`config.mk`:
```
export PLATFORM = sky130hd
export DESIGN_NAME = end_msg_ctrl
export DESIGN_NICKNAME = d
export VERILOG_FILES = /design/src/rtl/end_msg_ctrl.sv
export SDC_FILE = /design/constraint.sdc
export NUM_CORES = 1
export LEC_CHECK = 0
export ABC_AREA = 1
export BUFFER_PORTS_ARGS = -buffer_cell sky130_fd_sc_hd__buf_2
export CORE_MARGIN = 3
export CORE_UTILIZATION = 38
export DETAILED_ROUTE_END_ITERATION = 16
export PLACE_DENSITY = 0.67
export SKIP_LAST_GASP = 1
export SLEW_MARGIN = 20
export SYNTH_ARGS = -nofsm -noshare
export SYNTH_HDL_FRONTEND = slang
export SYNTH_SLANG_ARGS = --single-unit
```
`constraint.sdc`:
```
create_clock -name clk -period 2.8 [get_ports clk]
set_clock_uncertainty 0.05 [all_clocks]
set_input_delay 0.56 -clock clk [delete_from_list [all_inputs] [get_ports clk]]
set_output_delay 0.56 -clock clk [all_outputs]
set_load 0.01 [all_outputs]
```
`src/rtl/end_msg_ctrl.sv`:
```
// End-of-game message controller: latches won/over, blinks the overlay,
// holds it steady, then runs a restart handshake before re-arming.
module end_msg_ctrl #(
  parameter int BLINK_FRAMES = 30,
  parameter int BLINKS       = 3
) (
  input  logic clk,
  input  logic rst,
  input  logic game_over,
  input  logic game_won,
  input  logic frame_tick,
  input  logic restart,
  input  logic restart_ack,
  output logic disp_en,
  output logic msg_sel,
  output logic restart_req,
  output logic busy
);

  localparam int FW = (BLINK_FRAMES > 1) ? $clog2(BLINK_FRAMES) : 1;
  localparam int TW = $clog2(2 * BLINKS + 1);
  localparam logic [FW-1:0] FRAME_LAST = FW'(BLINK_FRAMES - 1);
  localparam logic [TW-1:0] TOG_LAST   = TW'(2 * BLINKS - 1);

  typedef enum logic [2:0] {
    IDLE,
    BLINK,
    HOLD,
    REQ,
    RELEASE
  } state_t;

  state_t          state, state_nxt;
  logic [FW-1:0]   frame_cnt, frame_cnt_nxt;
  logic [TW-1:0]   tog_cnt, tog_cnt_nxt;
  logic            disp_en_nxt, msg_sel_nxt, restart_req_nxt, busy_nxt;
  logic            half_done;

  // A half-period ends on the tick that finds frame_cnt at its last value.
  assign half_done = (state == BLINK) && frame_tick && (frame_cnt == FRAME_LAST);

  always_ff @(posedge clk or posedge rst) begin
    if (rst) begin
      state       <= IDLE;
      frame_cnt   <= '0;
      tog_cnt     <= '0;
      disp_en     <= 1'b0;
      msg_sel     <= 1'b0;
      restart_req <= 1'b0;
      busy        <= 1'b0;
    end else begin
      state       <= state_nxt;
      frame_cnt   <= frame_cnt_nxt;
      tog_cnt     <= tog_cnt_nxt;
      disp_en     <= disp_en_nxt;
      msg_sel     <= msg_sel_nxt;
      restart_req <= restart_req_nxt;
      busy        <= busy_nxt;
    end
  end

  always_comb begin
    state_nxt = state;
    case (state)
      IDLE:    if (game_over || game_won) state_nxt = BLINK;
      BLINK: begin
        if (restart) state_nxt = REQ;
        else if (half_done && (tog_cnt == TOG_LAST)) state_nxt = HOLD;
      end
      HOLD:    if (restart) state_nxt = REQ;
      REQ:     if (restart_ack) state_nxt = RELEASE;
      RELEASE: if (!game_over && !game_won) state_nxt = IDLE;
      default: state_nxt = IDLE;
    endcase
  end

  // Registered outputs are derived from the (state, state_nxt) transition,
  // so a restart in BLINK masks a coincident toggle automatically.
  always_comb begin
    frame_cnt_nxt   = frame_cnt;
    tog_cnt_nxt     = tog_cnt;
    disp_en_nxt     = disp_en;
    msg_sel_nxt     = msg_sel;
    restart_req_nxt = (state_nxt == REQ);
    busy_nxt        = (state_nxt != IDLE);

    if (state_nxt != state) begin
      frame_cnt_nxt = '0;
      tog_cnt_nxt   = '0;
    end else if (half_done) begin
      frame_cnt_nxt = '0;
      tog_cnt_nxt   = tog_cnt + 1'b1;
    end else if ((state == BLINK) && frame_tick) begin
      frame_cnt_nxt = frame_cnt + 1'b1;
    end

    if ((state == IDLE) && (state_nxt == BLINK)) msg_sel_nxt = game_won;

    case (state_nxt)
      BLINK: begin
        if (state == IDLE) disp_en_nxt = 1'b1;
        else if (half_done) disp_en_nxt = ~disp_en;
      end
      HOLD:    disp_en_nxt = 1'b1;
      default: disp_en_nxt = 1'b0;
    endcase
  end

endmodule

```
==> qor.csv <==
metric,value,unit
track_usage,13.2,%
place_inst,153,
p_per_area,921,nW/um^2
postCtsSetupBuffers,0,
synthTopCellsByArea,"dfrtp_1 41%, nand2_1 12%, inv_1 7.4%, ha_1 5.5%, nand3_1 4.4%",
drive_above_1_share,22.5,%
max_freq,533,MHz
wl_per_cell,10.8,um
drtPass1Iterations,4,
period_share,67.0,%
ant_nets,0,
drc,0,
multi_input_area,457,sq um
ir_worst_vdd,557,uV
synth_cells,115,
antenna_found_initial,0,
ys_async_sr_fraction,100,%
area_delta_synth_final,12.3,%
syn_area,907,sq um
clkTransAtPathRegs,80,ps
ys_seq_area_share,41.4,%
yosysWarnings,0,
status,"complete, no violations",
worst_slew_pin_slew,579,ps
finalNonFillerCells,157,
cts_buffers,3,
max_cap_viol_count,0,
drv_slew,0,
synth_edf_count,0,
grt_pass1_wl,2.79,mm
num-fill-cells,237,
clock_path_buffers,2,
final_cell_mix,"29 x nand2_1, 18 x inv_1, 15 x dfrtp_1",
synth_top_area_share,41.4,%
grt_max_degree,16,
period_needed,1870,ps
drt-initial-drc-count,15,
synth_fp_nets,126,
highest_layer,met4,
critPathLaunchType,register,
critPathCaptureType,register,
gp_congestion,0.798,
core-area,2230,sq um
relSlewSlack,61.4,%
finish.utilization,45.6,%
clock_sinks,15,
synth_seq_cells,15,
start_util,40.6,%
cts_resized,0,
h-tree-depth,1,
path_max_fanout,6,
portBuffers,10,
dp_hpwl,1.34,mm
cp.arrival,2050,ps
grt_pass1_vias,693,
leakagePower,0.000561,uW
avgSynthCellArea,7.89,sq um
wl_met3,93,um
die_area,3010,sq um
io_pins,11,
cts_tree,built,
ys.flop_type,dfrtp_1,
holdWs,272,ps
finalSetupTns,0,ps
vias_per_cell,4.70,
die_y,54.9,um
layout_commonest_cell,nand2_1,
hold_violations,0,
synth_top_cell_by_area,dfrtp_1,
num_rows,17,
gr-total-overflow,0,
regArea,375,sq um
synth_cell_types,23,
rsz0062_at_grt,false,
path_class,reg -> reg,
root_buffer,clkbuf_4,
antenna_cells,0,
met1_length,753,um
final_nets,141,
hold_buffers,0,
totalWireLength,1.69,mm
routed-wl-met2,837,um
setup_viol,0,
hp-class,in -> async,
num_vias,738,
clk_latency,280,ps
die-width,54.9,um
crit_required,2970,ps
through the flow:
step	instance area, sq um	power [uW]	worst slack, ps
6_report	1020	938	925
5_1_grt	1020	1030	757
4_1_cts	1020	940	927
3_5_place_dp	992	819	844
3_3_place_gp	992	804	887
2_1_floorplan	907	707	1170
cell type report:
cell class / instances / area share, %
clock buffers: 4 / 2.58
inverters: 20 / 7.37
multi-input cells: 80 / 44.8
flip-flops and latches: 15 / 36.9
well taps: 28 / 3.44
repair buffers: 10 / 4.91
report_power, final:
group	internal, uW	total [uW]	switching, uW
sequential	272	322	50.1
clock	55.3	122	66.3
combinational	171	494	323
Yosys cell counts (all sizes together) (3+ instances only):
| cell type | instances |
|---|---|
| a21oi | 3 |
| dfrtp | 15 |
| ha | 4 |
| inv | 20 |
| nand2 | 32 |
| nand3 | 11 |
| nand4 | 3 |
| nor2 | 13 |
| o21ai | 3 |
| xor2 | 4 |
worst paths after layout:
path | end | start | depth (start not counted) | slack (ps)
worst min register to register | frame_cnt[4]$_DFFE_PP0P_ | frame_cnt[4]$_DFFE_PP0P_ | 2 | 450
min in group clk | frame_cnt[4]$_DFFE_PP0P_ | frame_cnt[4]$_DFFE_PP0P_ | 2 | 450
worst max register to register | frame_cnt[4]$_DFFE_PP0P_ | state[0]$_DFF_PP0_ | 13 | 930
worst max-delay path | frame_cnt[4]$_DFFE_PP0P_ | state[0]$_DFF_PP0_ | 13 | 930
worst min-delay path | frame_cnt[2]$_DFFE_PP0P_ | rst | 2 | 270
max in group asynchronous | state[1]$_DFF_PP0_ | rst | 2 | 2050
critical path: stages (launching register included):
cell     delay [ps]
dfrtp_1         470
inv_2           120
nand2_1          80
nor2_2          170
nand2_2         100
nand2_2          70
nor2_2           50
nand2_2          90
nand2_1          60
nand2_1          70
nand3_2         120
nor2_2          230
nand2_1          90
nand2_1          70
cell families after synthesis:
family                   count (synthesis)  synth area share (%)
XOR/XNOR                                 5                  4.83
adder cells (fa/ha/maj)                  4                  5.52
AND/OR/NAND/NOR                         61                  32.7
flip-flops                              15                  41.4
AO/OA/AOI/OAI                            9                  6.07
buffers and inverters                   20                  8.28
multiplexers                             1                  1.24
registers in the layout (all words and copies together) (netlist names):
register	flops
msg_sel	1
disp_en	1
restart_req	1
busy	1
tog_cnt	3
frame_cnt	5
state	3
per-layer routing:
metal / vias up / track usage [%]
met5: - / 0
met1: 334 / 14.8
met3: 2 / 4.90
met2: 15 / 23.6
li1: 387 / -
met4: 0 / 2.49
Note: power is estimated with default switching activity, not from simulation.
